**src/rtl/prim_arb_rsp_pkg.sv**
```systemverilog
// Shared types and helpers for the arbiter response router: width helpers and
// the wrap-flag FIFO pointer with its increment.
package prim_arb_rsp_pkg;

  // Upper bound on log2(Depth); unused high address bits stay zero.
  localparam int unsigned PtrAddrW = 8;

  typedef struct packed {
    logic                wrap;
    logic [PtrAddrW-1:0] addr;
  } ptr_t;

  function automatic int unsigned idx_w(int unsigned n);
    return (n > 1) ? $clog2(n) : 1;
  endfunction

  function automatic int unsigned cnt_w(int unsigned depth);
    return $clog2(depth + 1);
  endfunction

  function automatic ptr_t ptr_inc(ptr_t p, int unsigned depth);
    ptr_t r;
    r = p;
    if (p.addr == PtrAddrW'(depth - 1)) begin
      r.addr = '0;
      r.wrap = ~p.wrap;
    end else begin
      r.addr = p.addr + PtrAddrW'(1);
    end
    return r;
  endfunction

endpackage

```
**src/rtl/prim_arb_rsp_fifo.sv**
```systemverilog
// Grant-order FIFO: stores requester indices, decodes full/empty from the
// wrap-flag pointers and flags a push that finds no room.
module prim_arb_rsp_fifo
  import prim_arb_rsp_pkg::*;
#(
  parameter int unsigned Depth = 4,
  parameter int unsigned IdxW  = 3,
  parameter int unsigned CntW  = 3
) (
  input  logic            clk_i,
  input  logic            rst_ni,
  input  logic            push,
  input  logic [IdxW-1:0] idx,
  input  logic            pop,
  output logic [IdxW-1:0] head,
  output logic            empty,
  output logic            full,
  output logic [CntW-1:0] cnt,
  output logic            err
);

  localparam int unsigned AW = $clog2(Depth);

  logic [Depth-1:0][IdxW-1:0] mem_q;
  ptr_t                       wptr_q, rptr_q;
  logic                       err_q;
  logic                       do_push, do_pop;

  assign empty = (wptr_q == rptr_q);
  assign full  = (wptr_q.addr == rptr_q.addr) && (wptr_q.wrap != rptr_q.wrap);
  assign head  = mem_q[rptr_q.addr[AW-1:0]];
  assign cnt   = CntW'({wptr_q.wrap, wptr_q.addr[AW-1:0]} - {rptr_q.wrap, rptr_q.addr[AW-1:0]});
  assign err   = err_q;

  // A pop frees the head slot this cycle, so a push while full is still legal.
  assign do_push = push & (~full | pop);
  assign do_pop  = pop & ~empty;

  always_ff @(posedge clk_i or negedge rst_ni) begin
    if (!rst_ni) begin
      mem_q  <= '0;
      wptr_q <= '0;
      rptr_q <= '0;
      err_q  <= 1'b0;
    end else begin
      if (do_push) begin
        mem_q[wptr_q.addr[AW-1:0]] <= idx;
        wptr_q                     <= ptr_inc(wptr_q, Depth);
      end
      if (do_pop) rptr_q <= ptr_inc(rptr_q, Depth);
      if (push && full && !pop) err_q <= 1'b1;
    end
  end

endmodule

```
**src/rtl/prim_arb_rsp_router.sv**
```systemverilog
// Steers the shared response stream to the owner of the oldest outstanding
// grant. Optional same-cycle bypass on an empty FIFO: PRIM_ARB_RSP_ROUTER_BYPASS_EN.
module prim_arb_rsp_router
  import prim_arb_rsp_pkg::*;
#(
  parameter int unsigned N     = 8,
  parameter int unsigned DW    = 32,
  parameter int unsigned Depth = 4,
  localparam int unsigned IdxW = idx_w(N),
  localparam int unsigned CntW = cnt_w(Depth)
) (
  input  logic            clk_i,
  input  logic            rst_ni,
  input  logic            req_fire_i,
  input  logic [IdxW-1:0] req_idx_i,
  output logic            full_o,
  output logic [CntW-1:0] cnt_o,
  input  logic            rsp_valid_i,
  output logic            rsp_ready_o,
  input  logic [DW-1:0]   rsp_data_i,
  output logic [N-1:0]    rsp_valid_o,
  input  logic [N-1:0]    rsp_ready_i,
  output logic [DW-1:0]   rsp_data_o,
  output logic            err_o
);

  logic [IdxW-1:0] fifo_head, head;
  logic            fifo_empty, active, rsp_fire, push, pop;
  logic [N-1:0]    sel;

  assign rsp_fire = rsp_valid_i & rsp_ready_o;

`ifdef PRIM_ARB_RSP_ROUTER_BYPASS_EN
  logic byp;
  assign byp    = fifo_empty & req_fire_i;
  assign head   = byp ? req_idx_i : fifo_head;
  assign active = ~fifo_empty | byp;
  // A bypassed grant answered in the same cycle never enters the FIFO.
  assign push   = req_fire_i & ~(byp & rsp_fire);
  assign pop    = rsp_fire & ~fifo_empty;
`else
  assign head   = fifo_head;
  assign active = ~fifo_empty;
  assign push   = req_fire_i;
  assign pop    = rsp_fire;
`endif

  prim_arb_rsp_fifo #(
    .Depth (Depth),
    .IdxW  (IdxW),
    .CntW  (CntW)
  ) u_fifo (
    .clk_i  (clk_i),
    .rst_ni (rst_ni),
    .push   (push),
    .idx    (req_idx_i),
    .pop    (pop),
    .head   (fifo_head),
    .empty  (fifo_empty),
    .full   (full_o),
    .cnt    (cnt_o),
    .err    (err_o)
  );

  // An out-of-range head matches no lane, so the response stalls.
  for (genvar i = 0; i < N; i++) begin : g_sel
    assign sel[i] = active & (head == IdxW'(i));
  end

  assign rsp_valid_o = rsp_valid_i ? sel : '0;
  assign rsp_ready_o = |(sel & rsp_ready_i);
  assign rsp_data_o  = rsp_data_i;

`ifndef SYNTHESIS
  a_idx_range : assert property (@(posedge clk_i) disable iff (!rst_ni)
    req_fire_i |-> ({1'b0, req_idx_i} < (IdxW+1)'(N)));
  // Overflow is a reported condition (err_o), so this only warns.
  a_no_push_full : assert property (@(posedge clk_i) disable iff (!rst_ni)
    req_fire_i |-> !full_o) else $warning("grant pushed while order FIFO full; dropped");
  a_onehot : assert property (@(posedge clk_i) disable iff (!rst_ni)
    $onehot0(rsp_valid_o));
`endif

endmodule

```
**config.mk**
```make
export PLATFORM = sky130hd
export DESIGN_NAME = prim_arb_rsp_router
export DESIGN_NICKNAME = d
export VERILOG_FILES = /design/src/rtl/prim_arb_rsp_pkg.sv /design/src/rtl/prim_arb_rsp_fifo.sv /design/src/rtl/prim_arb_rsp_router.sv
export SDC_FILE = /design/constraint.sdc
export NUM_CORES = 1
export LEC_CHECK = 0
export CAP_MARGIN = 20
export CORE_AREA = 4 4 89 91
export CTS_BUF_LIST = sky130_fd_sc_hd__clkbuf_2 sky130_fd_sc_hd__clkbuf_4 sky130_fd_sc_hd__clkbuf_8
export DETAILED_ROUTE_END_ITERATION = 8
export DIE_AREA = 0 0 93 95
export GPL_TIMING_DRIVEN = 0
export MAX_ROUTING_LAYER = met4
export SYNTH_ARGS = -nofsm -noshare
export SYNTH_HDL_FRONTEND = slang
export SYNTH_SLANG_ARGS = --single-unit
```
**constraint.sdc**
```tcl
create_clock -name clk_i -period 2.7 [get_ports clk_i]
set_clock_uncertainty 0.15 [all_clocks]
set_input_delay 0.27 -clock clk_i [delete_from_list [all_inputs] [get_ports clk_i]]
set_output_delay 0.27 -clock clk_i [all_outputs]
set_load 0.05 [all_outputs]
```
==> summary.md <==
| Metric | Value |
|---|---|
| Status | `complete, but fails checks` |
| Failing checks | `negative setup slack` |
| Slew margin rel. | `47.8%` |
| Peak VDD IR | `0.000497 V` |
| Part of the cycle the worst path needs | `103%` |
| Drt via density | `4.44` |
| Sink Count | `31` |
| DIE WIDTH | `93 µm` |
| Worst-path fanout max | `10` |
| Int Pwr | `2.21 mW` |
| Final setup slack of the worst path | `-0.0764 ns` |
| Count of cell types in the netlist | `39` |
| Clock slew at reported path FFs | `0.06 ns` |
| Initial antenna violation count | `0` |
| Register bit count reported by yosys | `31` |
| CTS root buf | `clkbuf_8` |
| Post-synth EDFFs | `0` |
| Die area | `8840 µm²` |
| Die height | `95 µm` |
| ANT cells | `0` |
| Wirelength per Cell | `13.6 µm` |
| First-pass DRT Iterations | `4` |
| Pwr/cell area | `1290 nW/µm²` |
| Lkg Pwr | `1.44 nW` |
| Yosys Warn Count | `0` |
| Final ANT Viol Nets | `0` |
| MaxCap Viol Count | `0` |
| TritonCTS clock tree | `done` |
| Largest net degree at the start of global routing | `32` |
| Total gr overflow | `0` |
| Final WL | `5170 µm` |
| CP Launch Type | `register` |
| Layout cell share with drive strength beyond 1 | `44.6%` |
| H-tree Lvls | `2` |
| Row cnt | `31` |
| Mapped Avg Cell Area | `10.8 µm²` |
| Synthesized net count | `250` |
| Area grow syn2layout | `54.9%` |
| Via count | `1,682` |
| Synth Instances | `195` |
| Seq pwr share | `21.0%` |
| Initial Util | `29.5%` |
| Global Route met2 Usage | `18.7%` |
| Core area | `7140 µm²` |
| P_sw | `1.98 mW` |
| Dpl cell area | `2960 µm²` |
| Worst min-delay path category | `in -> reg` |
| CTS Buf Count | `5` |
| Number of global-route vias before repair | `1,677` |
| CP Capture Type | `register` |
| Sw frac | `47.3%` |
| R2R Setup Slk | `-0.08 ns` |
| Mapped cell area | `2110 µm²` |
| Post-Place Worst Slack | `-0.773 ns` |
| Design Area, Final | `3260 µm²` |
| Clock buffer depth | `2` |
| RD Place Congestion | `0.747` |
| Clock latency at the later pin of the worst-skew pair | `0.29 ns` |
| Seq/Total Area, Yosys | `36.8%` |
| Top FF cell, synth | `dfrtp_1` |
| Most frequent cells in the layout | `buf_4, clkdlybuf4s50_1, dfrtp_1` |
| Pin slew with the least headroom to its limit | `0.776 ns` |
| Commonest non-fill, non-tap cell in the layout | `buf_4` |
| Slew Viols, Final | `0` |
| Final hold violations | `0` |
| Gr busiest metal | `met2` |
| GRT Util Overall | `12.2%` |
| Final-stage net count | `334` |
| Fmax | `360 MHz` |
| Final min period | `2.78 ns` |
| Clk pwr share | `8.9%` |
| WHS | `0.293 ns` |
| Number of I/O port buffers | `59` |
| Drc violations | `0` |
| Post-synth ARST share | `100%` |
| RSZ-0062 raised after global routing | `yes` |
| Final setup violation count | `15` |
| I/O pins | `93` |
| First-pass GRT wire length | `8280 µm` |
| HPWL Detailed | `3670 µm` |
| Total power | `4.20 mW` |
| Combinational power share | `70.1%` |
| Grt met3 use | `2.31%` |
| Iter 0 DRT Violations | `55` |
| Arr. time, crit path | `2.79 ns` |
| WP data required | `2.72 ns` |
| Crit path kind | `reg -> reg` |
| Met1 Use GR | `15.4%` |
## timing repair
item	in CTS	in global routing
hold endpoints to repair	31	0
setup endpoints to repair	42	37
buffers inserted	14	4
pin swaps	5	10
hold buffers	1	0
resized for setup	75	14
## state kept, by name, summed over array words and instances (netlist names)
| signal | flops |
|---|---|
| u_fifo.wptr_q | 9 |
| u_fifo.err | 1 |
| u_fifo.mem_q | 12 |
| u_fifo.rptr_q | 9 |
## through the flow
stage,cells,utilization (%),setup TNS [ns]
after CTS,375,44.8,-1.04
after global placement,353,41.5,-11.56
after floorplan,195,-,-2.38
final,379,45.7,-0.718
after global routing,379,45.7,-3.04
after detailed placement,353,41.4,-12.01
## Yosys cell counts, types with 2 or more instances
master	count	share of area [%]
and3_1	2	0.59
buf_2	2	0.48
buf_4	32	11
buf_6	2	1.1
clkbuf_1	2	0.36
dfrtp_1	31	37
ha_1	7	4.2
inv_1	6	1.1
mux2_1	12	6.4
mux2_2	4	2.1
mux2_4	2	1.4
mux2i_1	3	1.4
mux4_2	3	3.2
nand2_1	12	2.1
nand2b_1	4	1.2
nand3_1	2	0.48
nand3b_1	2	0.71
nand4_1	6	1.8
nor2_1	11	2.0
nor2_2	3	0.89
nor3_1	5	1.2
nor4_1	3	0.89
nor4b_1	2	0.83
nor4b_4	2	2.3
or4b_2	2	0.95
xnor2_1	12	5.0
xor2_1	9	3.7
## power groups by stage
stage	clock network, mW	logic, mW	registers, mW
floorplan	0	1.90	0.861
global placement	0	2.50	0.894
detailed placement	0	2.51	0.899
CTS	0.387	2.74	0.877
global route	0.403	3.15	0.918
finish	0.375	2.94	0.880
## final timing paths
check | cells past startpoint | to | from
hold reg to reg | 1 | u_fifo.err | u_fifo.err
hold / removal | 3 | u_fifo.err | req_fire_i
setup reg to reg | 8 | u_fifo.wptr_q[2] | u_fifo.rptr_q[0]
setup / recovery | 8 | u_fifo.wptr_q[2] | u_fifo.rptr_q[0]
min in group asynchronous | 2 | u_fifo.rptr_q[2] | rst_ni
max in group asynchronous | 2 | u_fifo.wptr_q[0] | rst_ni
## area by class of cell
cell class	instances	area, µm²
Clock buffer	7	83.8
Timing Repair Buffer	78	727
Tap cell	99	124
Sequential cell	31	777
Buffer	37	293
Inverter	6	25.0
Clock inverter	1	5.00
Multi-Input combinational cell	120	1230
Fill cell	687	3870
## metal layers
layer / part of all wire [%] / vias to the layer above
li1: - / 803
met1: 45 / 798
met2: 45 / 71
met3: 7.2 / 10
met4: 2.7 / 0
met5: 0 / -
## critical path: stages (launching register included)
cell     delay [ns]
dfrtp_1        0.37
buf_6          0.13
mux4_2         0.59
mux2i_1        0.16
a22o_1         0.25
o31a_1         0.32
buf_8          0.17
nor2_4         0.18
mux2_4         0.32
## cell families after synthesis
group | Yosys count | synth area share (%)
AND/OR/NAND/NOR | 62 | 18.3
buffers and inverters | 44 | 14.4
flip-flops | 31 | 36.8
multiplexers | 24 | 14.6
XOR/XNOR | 21 | 8.73
adder cells (fa/ha/maj) | 8 | 5.11
AO/OA/AOI/OAI | 5 | 2.02
No activity file was read; power rests on OpenSTA's default activity.
